[src/rtl/graycode_pkg.sv]
// Shared types and helpers for the 3-bit Gray-code decoder: default widths,
// FSM state encoding and the Gray->binary->thermometer conversion functions.
package graycode_pkg;

  localparam int GRAY_W_DEFAULT  = 3;
  localparam int THERM_W_DEFAULT = 2**GRAY_W_DEFAULT - 1;
  // Wide enough for the full legal STABLE_CYCLES range of 1..15.
  localparam int CNT_W           = 4;

  typedef enum logic [1:0] {
    S_IDLE   = 2'd0,
    S_SETTLE = 2'd1,
    S_LOCKED = 2'd2
  } state_t;

  function automatic logic [GRAY_W_DEFAULT-1:0] gray2bin(input logic [GRAY_W_DEFAULT-1:0] g);
    logic [GRAY_W_DEFAULT-1:0] b;
    b[GRAY_W_DEFAULT-1] = g[GRAY_W_DEFAULT-1];
    for (int i = GRAY_W_DEFAULT-2; i >= 0; i--) b[i] = b[i+1] ^ g[i];
    return b;
  endfunction

  function automatic logic [THERM_W_DEFAULT-1:0] bin2therm(input logic [GRAY_W_DEFAULT-1:0] b);
    logic [THERM_W_DEFAULT-1:0] t;
    for (int i = 0; i < THERM_W_DEFAULT; i++) t[i] = (i < int'(b));
    return t;
  endfunction

endpackage

[src/rtl/graycode_stability_filter.sv]
// Glitch filter for the Gray decoder: holds the candidate code and the length of its
// current run of accepted samples, and strobes commit on the sample that completes it.
module graycode_stability_filter
  import graycode_pkg::*;
#(
  parameter int W             = GRAY_W_DEFAULT,
  parameter int STABLE_CYCLES = 2
) (
  input  logic         clk,
  input  logic         rst_n,
  input  logic         flush,
  input  logic         settling,
  input  logic         take,
  input  logic [W-1:0] sample,
  output logic         commit
);

  localparam logic [CNT_W-1:0] STABLE_CNT = CNT_W'(STABLE_CYCLES);

  logic [W-1:0]     candidate;
  logic [CNT_W-1:0] counter;
  logic [CNT_W-1:0] cnt_next;

  // Outside S_SETTLE every accepted sample starts a fresh run of one.
  always_comb begin
    cnt_next = (settling && (sample == candidate)) ? counter + 1'b1 : CNT_W'(1);
    commit   = take && (cnt_next == STABLE_CNT);
  end

  // NOTE: registers use non-blocking assignments so every flop samples pre-edge values.
  always_ff @(posedge clk or negedge rst_n) begin
    if (!rst_n) begin
      candidate <= '0;
      counter   <= '0;
    end else if (flush) begin
      candidate <= '0;
      counter   <= '0;
    end else if (take) begin
      candidate <= sample;
      counter   <= cnt_next;
    end
  end

endmodule

[src/rtl/graycode_decoder_3bit_sync.sv]
// Clocked 3-bit Gray-code to thermometer/binary decoder with glitch filtering.
// Define GRAY_STEP_CHECK_EN to build the illegal-step flag and step-direction output.
module graycode_decoder_3bit_sync
  import graycode_pkg::*;
#(
  parameter  int GRAY_W        = GRAY_W_DEFAULT,
  parameter  int STABLE_CYCLES = 2,
  localparam int THERM_W       = 2**GRAY_W - 1
) (
  input  logic               clk,
  input  logic               rst_n,
  input  logic               enable,
  input  logic               in_valid,
  input  logic [GRAY_W-1:0]  gray_in,
  input  logic               err_clr,
  output logic [THERM_W-1:0] therm_out,
  output logic [GRAY_W-1:0]  bin_out,
  output logic               out_valid,
  output logic               dir_up,
  output logic               step_err
);

  state_t            state;
  logic [GRAY_W-1:0] cur_gray;
  logic              have_prev;
  logic              locked_same;
  logic              take;
  logic              commit;
  logic              new_code;

  // NOTE: every always_comb output is assigned on every path, so no latch is inferred.
  always_comb begin
    locked_same = (state == S_LOCKED) && (gray_in == cur_gray);
    take        = enable && in_valid && !locked_same;
    new_code    = !have_prev || (gray_in != cur_gray);
  end

  graycode_stability_filter #(
    .W             (GRAY_W),
    .STABLE_CYCLES (STABLE_CYCLES)
  ) u_filter (
    .clk      (clk),
    .rst_n    (rst_n),
    .flush    (!enable),
    .settling (state == S_SETTLE),
    .take     (take),
    .sample   (gray_in),
    .commit   (commit)
  );

  always_ff @(posedge clk or negedge rst_n) begin
    if (!rst_n) begin
      state     <= S_IDLE;
      cur_gray  <= '0;
      have_prev <= 1'b0;
      therm_out <= '0;
      bin_out   <= '0;
      out_valid <= 1'b0;
    end else if (!enable) begin
      state     <= S_IDLE;
      cur_gray  <= '0;
      have_prev <= 1'b0;
      therm_out <= '0;
      bin_out   <= '0;
      out_valid <= 1'b0;
    end else begin
      out_valid <= 1'b0;
      if (commit) begin
        state     <= S_LOCKED;
        cur_gray  <= gray_in;
        have_prev <= 1'b1;
        bin_out   <= gray2bin(gray_in);
        therm_out <= bin2therm(gray2bin(gray_in));
        // Re-committing the held code after a glitch is not a new event.
        out_valid <= new_code;
      end else if (take) begin
        state <= S_SETTLE;
      end
    end
  end

`ifdef GRAY_STEP_CHECK_EN
  logic              is_step;
  logic              bad_step;
  logic [GRAY_W-1:0] new_bin;

  always_comb begin
    new_bin  = gray2bin(gray_in);
    is_step  = commit && have_prev && (gray_in != cur_gray);
    bad_step = is_step && ($countones(gray_in ^ cur_gray) != 1);
  end

  always_ff @(posedge clk or negedge rst_n) begin
    if (!rst_n) begin
      step_err <= 1'b0;
      dir_up   <= 1'b0;
    end else begin
      // A fresh error outranks a simultaneous clear.
      if (bad_step)     step_err <= 1'b1;
      else if (err_clr) step_err <= 1'b0;
      if (is_step && !bad_step) dir_up <= (new_bin == bin_out + 1'b1);
    end
  end
`else
  logic unused_err_clr;
  assign unused_err_clr = err_clr;
  assign step_err       = 1'b0;
  assign dir_up         = 1'b0;
`endif

endmodule

[config.mk]
export PLATFORM = sky130hd
export DESIGN_NAME = graycode_decoder_3bit_sync
export DESIGN_NICKNAME = d
export VERILOG_FILES = /design/src/rtl/graycode_pkg.sv /design/src/rtl/graycode_stability_filter.sv /design/src/rtl/graycode_decoder_3bit_sync.sv
export SDC_FILE = /design/constraint.sdc
export NUM_CORES = 1
export LEC_CHECK = 0
export ABC_AREA = 0
export CORE_MARGIN = 2
export CORE_UTILIZATION = 50
export CTS_BUF_LIST = sky130_fd_sc_hd__clkbuf_16
export DETAILED_ROUTE_END_ITERATION = 12
export DONT_BUFFER_PORTS = 1
export PLACE_DENSITY = 0.68
export RECOVER_POWER = 25
export SETUP_SLACK_MARGIN = 0.4
export SLEW_MARGIN = 20
export SYNTH_ARGS = -nofsm -noshare
export SYNTH_HDL_FRONTEND = slang
export SYNTH_SLANG_ARGS = --single-unit
[constraint.sdc]
create_clock -name clk -period 2.1 [get_ports clk]
set_input_delay 0.105 -clock clk [delete_from_list [all_inputs] [get_ports clk]]
set_output_delay 0.105 -clock clk [all_outputs]
set_load 0.02 [all_outputs]
==> results.sh <==
export IMPL_status="complete, no violations"
export IMPL_p_leak_nw=0.679
export IMPL_crit_end="bin_out[0]$_DFFE_PN0P_"
export IMPL_internal_power_mw=0.857
export IMPL_crit_path_max_fanout=7
export IMPL_drt_pass1_iter_count=4
export IMPL_rr_endpoint="bin_out[0]$_DFFE_PN0P_"
export IMPL_min_path_type="in -> reg"
export IMPL_setup_worst_path_start="u_filter.counter[0]$_DFFE_PN0P_"
export IMPL_synth_edf_count=0
export IMPL_r2r_start="u_filter.counter[0]$_DFFE_PN0P_"
export IMPL_seqPwrFrac_pct=40.7
export IMPL_seq_area_frac_synth_pct=43.1
export IMPL_r2r_slack_ns=0.42
export IMPL_clock_sinks=22
export IMPL_pwr_density_cell_mw_per_mm2=698
export IMPL_syn_area_mm2=0.00128
export IMPL_n_antenna_cell=0
export IMPL_synth_distinct_cells=35
export IMPL_drv_cap=0
export IMPL_path_depth=6
export IMPL_areaGrowthSynthToFinish_pct=22.2
export IMPL_grt_pass1_wl_um=4150
export IMPL_synth_area_leaders="dfrtp_1 43%, nand2_1 8.2%, mux2i_1 5.5%, nand3_1 5.1%, ha_1 4.9%"
export IMPL_synthArstFlopShare_pct=100
export IMPL_comb_power_share_pct=9.9
export IMPL_yosys_area_top_type="dfrtp_1"
export IMPL_fillers=201
export IMPL_rsz0062_at_grt="yes"
export IMPL_htreeDepth=1
export IMPL_crit_family="flip-flops"
export IMPL_worstSkewPairLatency_ns=0.26
export IMPL_clockRootBuffer="clkbuf_16"
export IMPL_setup_viol=0
export IMPL_synth_most_common_cell="nand2_1"
export IMPL_layout_min_cycle_time_ns=1.68
export IMPL_grt_pass1_vias=942
export IMPL_post_drt_via_cell_ratio=5.83
export IMPL_place_area_mm2=0.00123
export IMPL_fin_area_mm2=0.00156
export IMPL_netlist_instances=132
export IMPL_synthTopCellsByCount="28 x nand2_1, 22 x dfrtp_1, 13 x nand3_1"
export IMPL_fin_skew_ns=0.00515
export IMPL_grt_overflow=0
export IMPL_die_width_um=54.5
export IMPL_cp_num_buf_inv=1
export IMPL_crit_chain="buf_4, a21bo_2, a41o_1, and4_4, and2_4, mux2i_1"
export IMPL_yosysWarnings=0
export IMPL_critical_path_class="reg -> reg"
export IMPL_final_period_utilization_pct=80.0
export IMPL_ant_nets=0
export IMPL_numCtsBuffers=3
export IMPL_power_mw=1.09
export IMPL_ys_seq_elements=22
export IMPL_ys_flop_type="dfrtp_1"
export IMPL_clock_path_buffers=2
export IMPL_io_pins=21
export IMPL_die_area_mm2=0.00297
export IMPL_max_freq_ghz=0.595
export IMPL_routed_wl_um=3050
export IMPL_met2_usage_pct=35.3
export IMPL_required_ns=2.22
export IMPL_hold_viol=0
export IMPL_cp_slowest_stage_delay_ns=0.43
export IMPL_use_met1_pct=23.7
export IMPL_die_y_um=54.5
export IMPL_synth_top_area_share_pct=43.1
export IMPL_maxSlewHeadroom_pct=18.3
export IMPL_port_buffers=0
export IMPL_place_congestion=0.785
export IMPL_worstRegToRegCells=6
export IMPL_vias=1021
export IMPL_drc=0
export IMPL_worstSetupEndpointType="flop"
export IMPL_maxSlewViolCount=0
export IMPL_crit_slowest_cell="dfrtp_2"
export IMPL_hpwl_um=1560
export IMPL_drive_above_1_share_pct=21.4
export IMPL_antenna_found_initial=0
export IMPL_start_util_pct=52.0
export IMPL_syn_mean_instance_area_um2=9.67
export IMPL_start_kind="flop"
export IMPL_clkTransAtPathRegs_ns=0.06
export IMPL_p_sw_mw=0.231
export IMPL_sw_frac_of_total_pct=21.2
export IMPL_drtIter0Drc=41
export IMPL_row_count=18
export IMPL_busiest_layer="met2"
export IMPL_ir_worst_vdd_mv=0.471
export IMPL_cts_tree="yes"
export IMPL_final_nets=159
export IMPL_core_area_mm2=0.00245
export IMPL_power_share_clock_pct=49.4
export IMPL_worst_pin_slew_ns=1.22
export IMPL_cp_arrival_ns=1.80
export IMPL_setup_tns_ns=0
export IMPL_grt_max_degree=23
export IMPL_grtUsageTotal_pct=19.8
export IMPL_use_met3_pct=3.28
export IMPL_wire_per_inst_um=17.4
-- worst reg2reg max path: stages, from the launching register on --
cell and delay (ns):
dfrtp_2 0.43, buf_4 0.17, a21bo_2 0.19, a41o_1 0.24, and4_4 0.20, and2_4 0.19, mux2i_1 0.12
-- per-layer routing --
metal,routed length (um),vias to the layer above
li1,-,481
met1,1320,509
met2,1580,29
met3,136,2
met4,17,0
met5,0,-
-- metrics by stage --
stage	std cells	setup WS (ns)	hold slack (ns)	util [%]
floorplan	133	0.327	-0.191	-
global placement	154	0.358	-0.190	50.3
detailed placement	154	0.298	-0.190	50.3
CTS	168	0.400	0.000886	58.8
global route	175	0.297	0.00262	63.5
finish	175	0.420	0.00434	63.5
-- placed cells by master (no fill, tap or decap), types with 3 or more instances in the layout --
cell type       n
o21ai_0         5
clkbuf_16       3
nor2_1          3
xnor2_2         3
dlygate4sd3_1   7
inv_1           4
nand2_1        28
a21oi_1         3
o21ai_1         4
ha_1            4
buf_4           9
xor2_1          3
dfrtp_1        20
mux2i_1         7
nand3_1        12
-- cell type report --
type                    instances  area (um2)  share of cell area (%)
inverters                       4        15.0                   0.963
flip-flops and latches         22         553                    35.5
repair buffers                 17         141                    9.07
clock buffers                   3        75.1                    4.82
multi-input cells              98         707                    45.3
clock inverters                 1        30.0                    1.93
well taps                      30        37.5                    2.41
-- kinds of logic after synthesis --
kind of cell | Yosys count | share of synthesized area, %
buffers and inverters | 16 | 9.51
multiplexers | 7 | 5.49
other | 1 | 0.294
flip-flops | 22 | 43.1
AO/OA/AOI/OAI | 20 | 10.1
adder cells (fa/ha/maj) | 5 | 4.90
AND/OR/NAND/NOR | 54 | 21.8
XOR/XNOR | 7 | 4.80
-- worst min path at each step --
stage / slack (ns) / startpoint / cells after the start / endpoint
finish: 0.004 / enable / 2 / u_filter.counter[3]$_DFFE_PN0P_
global route: 0.003 / enable / 2 / u_filter.counter[3]$_DFFE_PN0P_
CTS: 0.0009 / enable / 2 / u_filter.counter[3]$_DFFE_PN0P_
detailed placement: -0.19 / rst_n / 0 / out_valid$_DFF_PN0_
global placement: -0.19 / rst_n / 0 / state[0]$_DFFE_PN0P_
floorplan: -0.19 / rst_n / 0 / bin_out[0]$_DFFE_PN0P_
-- power groups by stage --
| stage | Clock (mW) | Sequential, mW | Combinational [mW] |
|---|---|---|---|
| 2_1_floorplan | 0 | 0.448 | 0.0675 |
| 3_3_place_gp | 0 | 0.449 | 0.0589 |
| 3_5_place_dp | 0 | 0.449 | 0.0610 |
| 4_1_cts | 0.545 | 0.440 | 0.0928 |
| 5_1_grt | 0.559 | 0.444 | 0.120 |
| 6_report | 0.537 | 0.443 | 0.108 |
-- state kept, by name, indices dropped and copies added, names as in the netlist --
signal / cells
bin_out: 2
state: 2
have_prev: 1
u_filter.counter: 4
cur_gray: 2
u_filter.candidate: 3
therm_out: 7
out_valid: 1
-- timing repair --
item                                    4_1_cts  5_1_grt
gates cloned                                  1        2
hold buffers                                  6        2
buffers inserted                              3        3
gates resized for setup                       3       15
pin swaps                                     0        2
endpoints found under the hold margin        39       23
endpoints found under the setup margin       12       15
No activity file was read; power rests on OpenSTA's default activity.
